===== src/rtl/mem_arbiter_if.sv =====
// Two-port memory arbiter bus: requester ports plus data-memory port.
// slave = arbiter view, master = requesters/memory view.
interface mem_arbiter_if #(
  parameter int ADDR_W = 7,
  parameter int DATA_W = 8
);
  logic [1:0]        req;
  logic [1:0]        we;
  logic [ADDR_W-1:0] addr0;
  logic [ADDR_W-1:0] addr1;
  logic [DATA_W-1:0] wdata0;
  logic [DATA_W-1:0] wdata1;
  logic [1:0]        gnt;
  logic [1:0]        rvalid;
  logic [DATA_W-1:0] rdata;
  logic              busy;
  logic [ADDR_W-1:0] dm_addr;
  logic [DATA_W-1:0] dm_din;
  logic              dm_we;
  logic [DATA_W-1:0] dm_dout;

  modport slave (
    input  req, we, addr0, addr1,
    input  wdata0, wdata1, dm_dout,
    output gnt, rvalid, rdata, busy,
    output dm_addr, dm_din, dm_we
  );

  modport master (
    output req, we, addr0, addr1,
    output wdata0, wdata1, dm_dout,
    input  gnt, rvalid, rdata, busy,
    input  dm_addr, dm_din, dm_we
  );
endinterface


===== src/rtl/mem_arbiter.sv =====
// Two-port round-robin arbiter in front of a single-port sync memory.
// ARB_FIXED_PRIO_EN: port 0 always wins contention instead.
module mem_arbiter #(
  parameter int ADDR_W = 7,
  parameter int DATA_W = 8
) (
  input logic          clk,
  input logic          reset,
  mem_arbiter_if.slave bus
);

  typedef enum logic [1:0] {
    S_IDLE,
    S_ACCESS,
    S_RDATA
  } state_t;

  state_t            r_state;
  state_t            w_state_nxt;
  logic              w_take;
  logic              w_winner;
  logic              r_owner;
  logic              r_last;
  logic              r_we;
  logic [ADDR_W-1:0] r_addr;
  logic [DATA_W-1:0] r_wdata;
  logic [DATA_W-1:0] r_rdata;
  logic [1:0]        r_gnt;
  logic [1:0]        r_rvalid;

  // Winner selection and next-state decode.
  always_comb begin
    w_state_nxt = r_state;
    w_take      = 1'b0;
`ifdef ARB_FIXED_PRIO_EN
    w_winner    = ~bus.req[0];
`else
    w_winner    = (&bus.req) ? ~r_last : bus.req[1];
`endif
    unique case (r_state)
      S_IDLE: begin
        if (|bus.req) begin
          w_take      = 1'b1;
          w_state_nxt = S_ACCESS;
        end
      end
      S_ACCESS: begin
        w_state_nxt = r_we ? S_IDLE : S_RDATA;
      end
      S_RDATA: begin
        w_state_nxt = S_IDLE;
      end
      default: begin
        w_state_nxt = S_IDLE;
      end
    endcase
  end

  // State register.
  always_ff @(posedge clk) begin
    if (reset) begin
      r_state <= S_IDLE;
    end else begin
      r_state <= w_state_nxt;
    end
  end

  // Latch the winning request and produce grant/read-valid pulses.
  always_ff @(posedge clk) begin
    if (reset) begin
      r_owner  <= 1'b0;
      r_last   <= 1'b1;
      r_we     <= 1'b0;
      r_addr   <= '0;
      r_wdata  <= '0;
      r_rdata  <= '0;
      r_gnt    <= '0;
      r_rvalid <= '0;
    end else begin
      r_gnt    <= '0;
      r_rvalid <= '0;
      if (w_take) begin
        r_owner <= w_winner;
        r_last  <= w_winner;
        r_gnt   <= w_winner ? 2'b10 : 2'b01;
        r_we    <= bus.we[w_winner];
        r_addr  <= w_winner ? bus.addr1 : bus.addr0;
        r_wdata <= w_winner ? bus.wdata1 : bus.wdata0;
      end
      if (r_state == S_RDATA) begin
        r_rdata  <= bus.dm_dout;
        r_rvalid <= r_owner ? 2'b10 : 2'b01;
      end
    end
  end

  assign bus.gnt     = r_gnt;
  assign bus.rvalid  = r_rvalid;
  assign bus.rdata   = r_rdata;
  assign bus.busy    = (r_state != S_IDLE);
  assign bus.dm_addr = r_addr;
  assign bus.dm_din  = r_wdata;
  assign bus.dm_we   = r_we && (r_state == S_ACCESS);

endmodule


===== src/flat_wrapper.sv =====
// flat-port wrapper written by rule: the top's interface ports become plain ports
module mem_arbiter_flat 
#(
  parameter int ADDR_W = 7,
  parameter int DATA_W = 8
)
  (clk, reset, bus_req, bus_we, bus_addr0, bus_addr1, bus_wdata0, bus_wdata1, bus_dm_dout, bus_gnt, bus_rvalid, bus_rdata, bus_busy, bus_dm_addr, bus_dm_din, bus_dm_we);
  mem_arbiter_if #(.ADDR_W(ADDR_W), .DATA_W(DATA_W)) bus_i ();
  input logic clk;
  input logic reset;
  input wire logic [$bits(bus_i.req)-1:0] bus_req;
  input wire logic [$bits(bus_i.we)-1:0] bus_we;
  input wire logic [$bits(bus_i.addr0)-1:0] bus_addr0;
  input wire logic [$bits(bus_i.addr1)-1:0] bus_addr1;
  input wire logic [$bits(bus_i.wdata0)-1:0] bus_wdata0;
  input wire logic [$bits(bus_i.wdata1)-1:0] bus_wdata1;
  input wire logic [$bits(bus_i.dm_dout)-1:0] bus_dm_dout;
  output wire logic [$bits(bus_i.gnt)-1:0] bus_gnt;
  output wire logic [$bits(bus_i.rvalid)-1:0] bus_rvalid;
  output wire logic [$bits(bus_i.rdata)-1:0] bus_rdata;
  output wire logic [$bits(bus_i.busy)-1:0] bus_busy;
  output wire logic [$bits(bus_i.dm_addr)-1:0] bus_dm_addr;
  output wire logic [$bits(bus_i.dm_din)-1:0] bus_dm_din;
  output wire logic [$bits(bus_i.dm_we)-1:0] bus_dm_we;
  assign bus_i.req = bus_req;
  assign bus_i.we = bus_we;
  assign bus_i.addr0 = bus_addr0;
  assign bus_i.addr1 = bus_addr1;
  assign bus_i.wdata0 = bus_wdata0;
  assign bus_i.wdata1 = bus_wdata1;
  assign bus_i.dm_dout = bus_dm_dout;
  assign bus_gnt = bus_i.gnt;
  assign bus_rvalid = bus_i.rvalid;
  assign bus_rdata = bus_i.rdata;
  assign bus_busy = bus_i.busy;
  assign bus_dm_addr = bus_i.dm_addr;
  assign bus_dm_din = bus_i.dm_din;
  assign bus_dm_we = bus_i.dm_we;
  mem_arbiter #(.ADDR_W(ADDR_W), .DATA_W(DATA_W)) u_core (.clk(clk), .reset(reset), .bus(bus_i));
endmodule

===== config.mk =====
export PLATFORM = sky130hd
export DESIGN_NAME = mem_arbiter_flat
export DESIGN_NICKNAME = d
export VERILOG_FILES = /design/src/rtl/mem_arbiter_if.sv /design/src/rtl/mem_arbiter.sv /design/src/flat_wrapper.sv
export SDC_FILE = /design/constraint.sdc
export NUM_CORES = 1
export LEC_CHECK = 0
export CORE_UTILIZATION = 34
export CTS_CLUSTER_SIZE = 12
export DETAILED_ROUTE_END_ITERATION = 7
export GPL_TIMING_DRIVEN = 0
export PLACE_DENSITY_LB_ADDON = 0.1
export SYNTH_ARGS = -nofsm -noshare
export SYNTH_HDL_FRONTEND = slang
export SYNTH_SLANG_ARGS = --single-unit

===== constraint.sdc =====
create_clock -name clk -period 1.2 [get_ports clk]
set_input_delay 0.18 -clock clk [delete_from_list [all_inputs] [get_ports clk]]
set_output_delay 0.18 -clock clk [all_outputs]
set_load 0.02 [all_outputs]

==> metrics.txt <==
outcome=finished clean; Peak VDD IR=0.000747 V; drt via density=4.90; grt ovf=0; Net count, final=281; Sw Ratio=26.8%; endpoint type of the worst setup path=primary output; flops & latches, synth=32; final hold vios=0; clk slew on worst S/H paths=0.06 ns; Port Buffer Count=72; initial core utilization=35.6%; syn nets=199; final setup vio count=0; crit path kind=flop to primary output; Post-Syn Area=1300 µm²; setup TNS=0 ns; Logic pwr share=24.7%; Post-synth EDFFs=0; most frequent cells in the layout=51 x nand2_1, 41 x clkdlybuf4s50_1, 29 x dlygate4sd2_1, 29 x dfxtp_1, 25 x a21oi_1; PwrDens=1310 nW/µm²; RePlAce Congestion=0.675; placed cell areas=2090 µm²; Post-CTS Hold Fix Bufs=0; startpoint type of the worst setup path=flop; vias in the first global route=1372; commonest non-fill, non-tap cell in the layout=nand2_1; clock power share=33.8%; routed vias=1400; Async SR Flop Fraction=0%; placement row count=22; layout cells sized above 1=13.4%; total track usage=18.9%; area share of the leading cell type in the synthesized netlist=49.1%; Net Sw Power=781 µW; internal power=2130 µW; Slew Viols, Final=0; skew final=0.00415 ns; DRC violations left=0; Max Fclk=859 MHz; CTS tree=done; MaxCap Viol Count=0; largest net degree at the start of global routing=11; fin crit share=97.0%; Distinct cells, synth=23; CP Data Required Time=1.02 ns; leakage power=0.000968 µW; Final min period=1.16 ns; Num CTS Buffers=5; Initial DRT Pass Iterations=4; largest area contributor in the netlist=dfxtp_1; clock buffer depth=2; ANT cells=0; Hold Crit Class=flop to flop; initial antenna violation count=0; Flop pwr share=41.5%; Sink Count=32; final instance area=2220 µm²; core area=3660 µm²; DRT Wirelength=3520 µm; drt initial violations=48; Die H=63.9 µm; syn_area_per_cell=8.41 µm²; Routed WL per cell=12.3 µm; Slew headroom=72.4%; layout overhead on the synthesized area=70.4%; ANT nets after route=0; hpwl dp=2640 µm; io pins=73; CTS Root Cell=clkbuf_8; Worst-Skew Late Latency=0.27 ns; sequential element share of the synthesized area=49.1%; crit-path max FO=5; top cells by area, synth=dfxtp_1 49%, nand2_1 15%, a311oi_1 10%; Die Area=4090 µm²; die span in x=63.9 µm; RSZ-0062 raised after global routing=yes; Mapped Cells=155; CP arrival=0.98 ns; top_reg_cell synth=dfxtp_1; Worst-Margin Slew=0.414 ns; YS warnings=0; H-Tree Depth=2; first-pass GRT wire length=5940 µm
-- metrics by stage --
step                util [%]  hold WS [ns]  setup WS (ns)  power, µW  std cells
floorplan                  -         0.257         0.0134       1590        155
global route            60.7         0.448       -0.00541       3080        286
finish                  60.7         0.447         0.0356       2910        286
detailed placement      57.1         0.439         -0.489       1970        275
CTS                     60.4         0.451         0.0113       2940        287
global placement        57.1         0.427         -0.448       1950        275
-- cell type report --
| type | count | area [µm²] |
|---|---|---|
| clock buffers | 6 | 72.6 |
| well taps | 48 | 60.1 |
| fillers | 350 | 1440 |
| flip-flops and latches | 32 | 647 |
| inverters | 1 | 3.75 |
| multi-input cells | 110 | 607 |
| plain buffers | 10 | 78.8 |
| clock inverters | 2 | 35.0 |
| repair buffers | 77 | 718 |
-- synth_stat cells, types with 2 or more instances --
cell type,count
nand2_1,51
dfxtp_1,32
a21oi_1,25
a311oi_1,15
clkbuf_1,5
nor2_1,4
buf_2,3
buf_4,2
buf_6,2
nor2b_1,2
nor3_1,2
-- kinds of logic after synthesis --
group / count (synthesis) / synth area share, %
buf+inv: 13 / 5.76
compound gates: 45 / 24.2
simple gates: 65 / 20.9
flops: 32 / 49.1
-- worst max-delay path, stage by stage, from the launching register on --
cell	delay (ns)
dfxtp_4	0.36
and3b_1	0.23
buf_6	0.12
-- layer usage --
metal / GRT usage (%) / up-vias / share of wire [%]
li1: - / 705 / -
met1: 21.4 / 645 / 45
met2: 32.0 / 48 / 47
met3: 7.14 / 2 / 7.4
met4: 6.82 / 0 / 0.82
met5: 0 / - / 0
-- state kept, by name (all words and copies together) (netlist names) --
| name | count |
|---|---|
| u_core.bus.dm_din | 8 |
| u_core.bus.rdata | 8 |
| u_core.bus.dm_addr | 7 |
| u_core.bus.gnt | 2 |
| u_core.bus.rvalid | 2 |
| u_core.r_state | 2 |
| u_core.r_last | 1 |
| u_core.r_owner | 1 |
| u_core.r_we | 1 |
-- worst paths after layout --
check,startpoint,end,slack [ns],depth (start not counted)
max reg2reg,u_core.r_state[0],u_core.r_last,0.08,4
max,u_core.r_state[1],bus_dm_we,0.04,2
min reg2reg,u_core.r_we,u_core.r_state[1],0.45,1
min,u_core.r_we,u_core.r_state[1],0.45,1
-- power by group through the flow --
stage,registers (µW),clock network (µW),logic [µW]
floorplan,1320,0,270
global placement,1230,0,727
detailed placement,1230,0,737
CTS,1210,1010,718
global route,1220,1080,775
finish,1210,985,719
-- repair_timing --
item | CTS | global route
gates resized for setup | 47 | 10
pin swaps | 2 | 1
hold endpoints to repair | 0 | 0
buffers inserted | 4 | 1
endpoints found under the setup margin | 50 | 23
No activity file was read; power rests on OpenSTA's default activity.
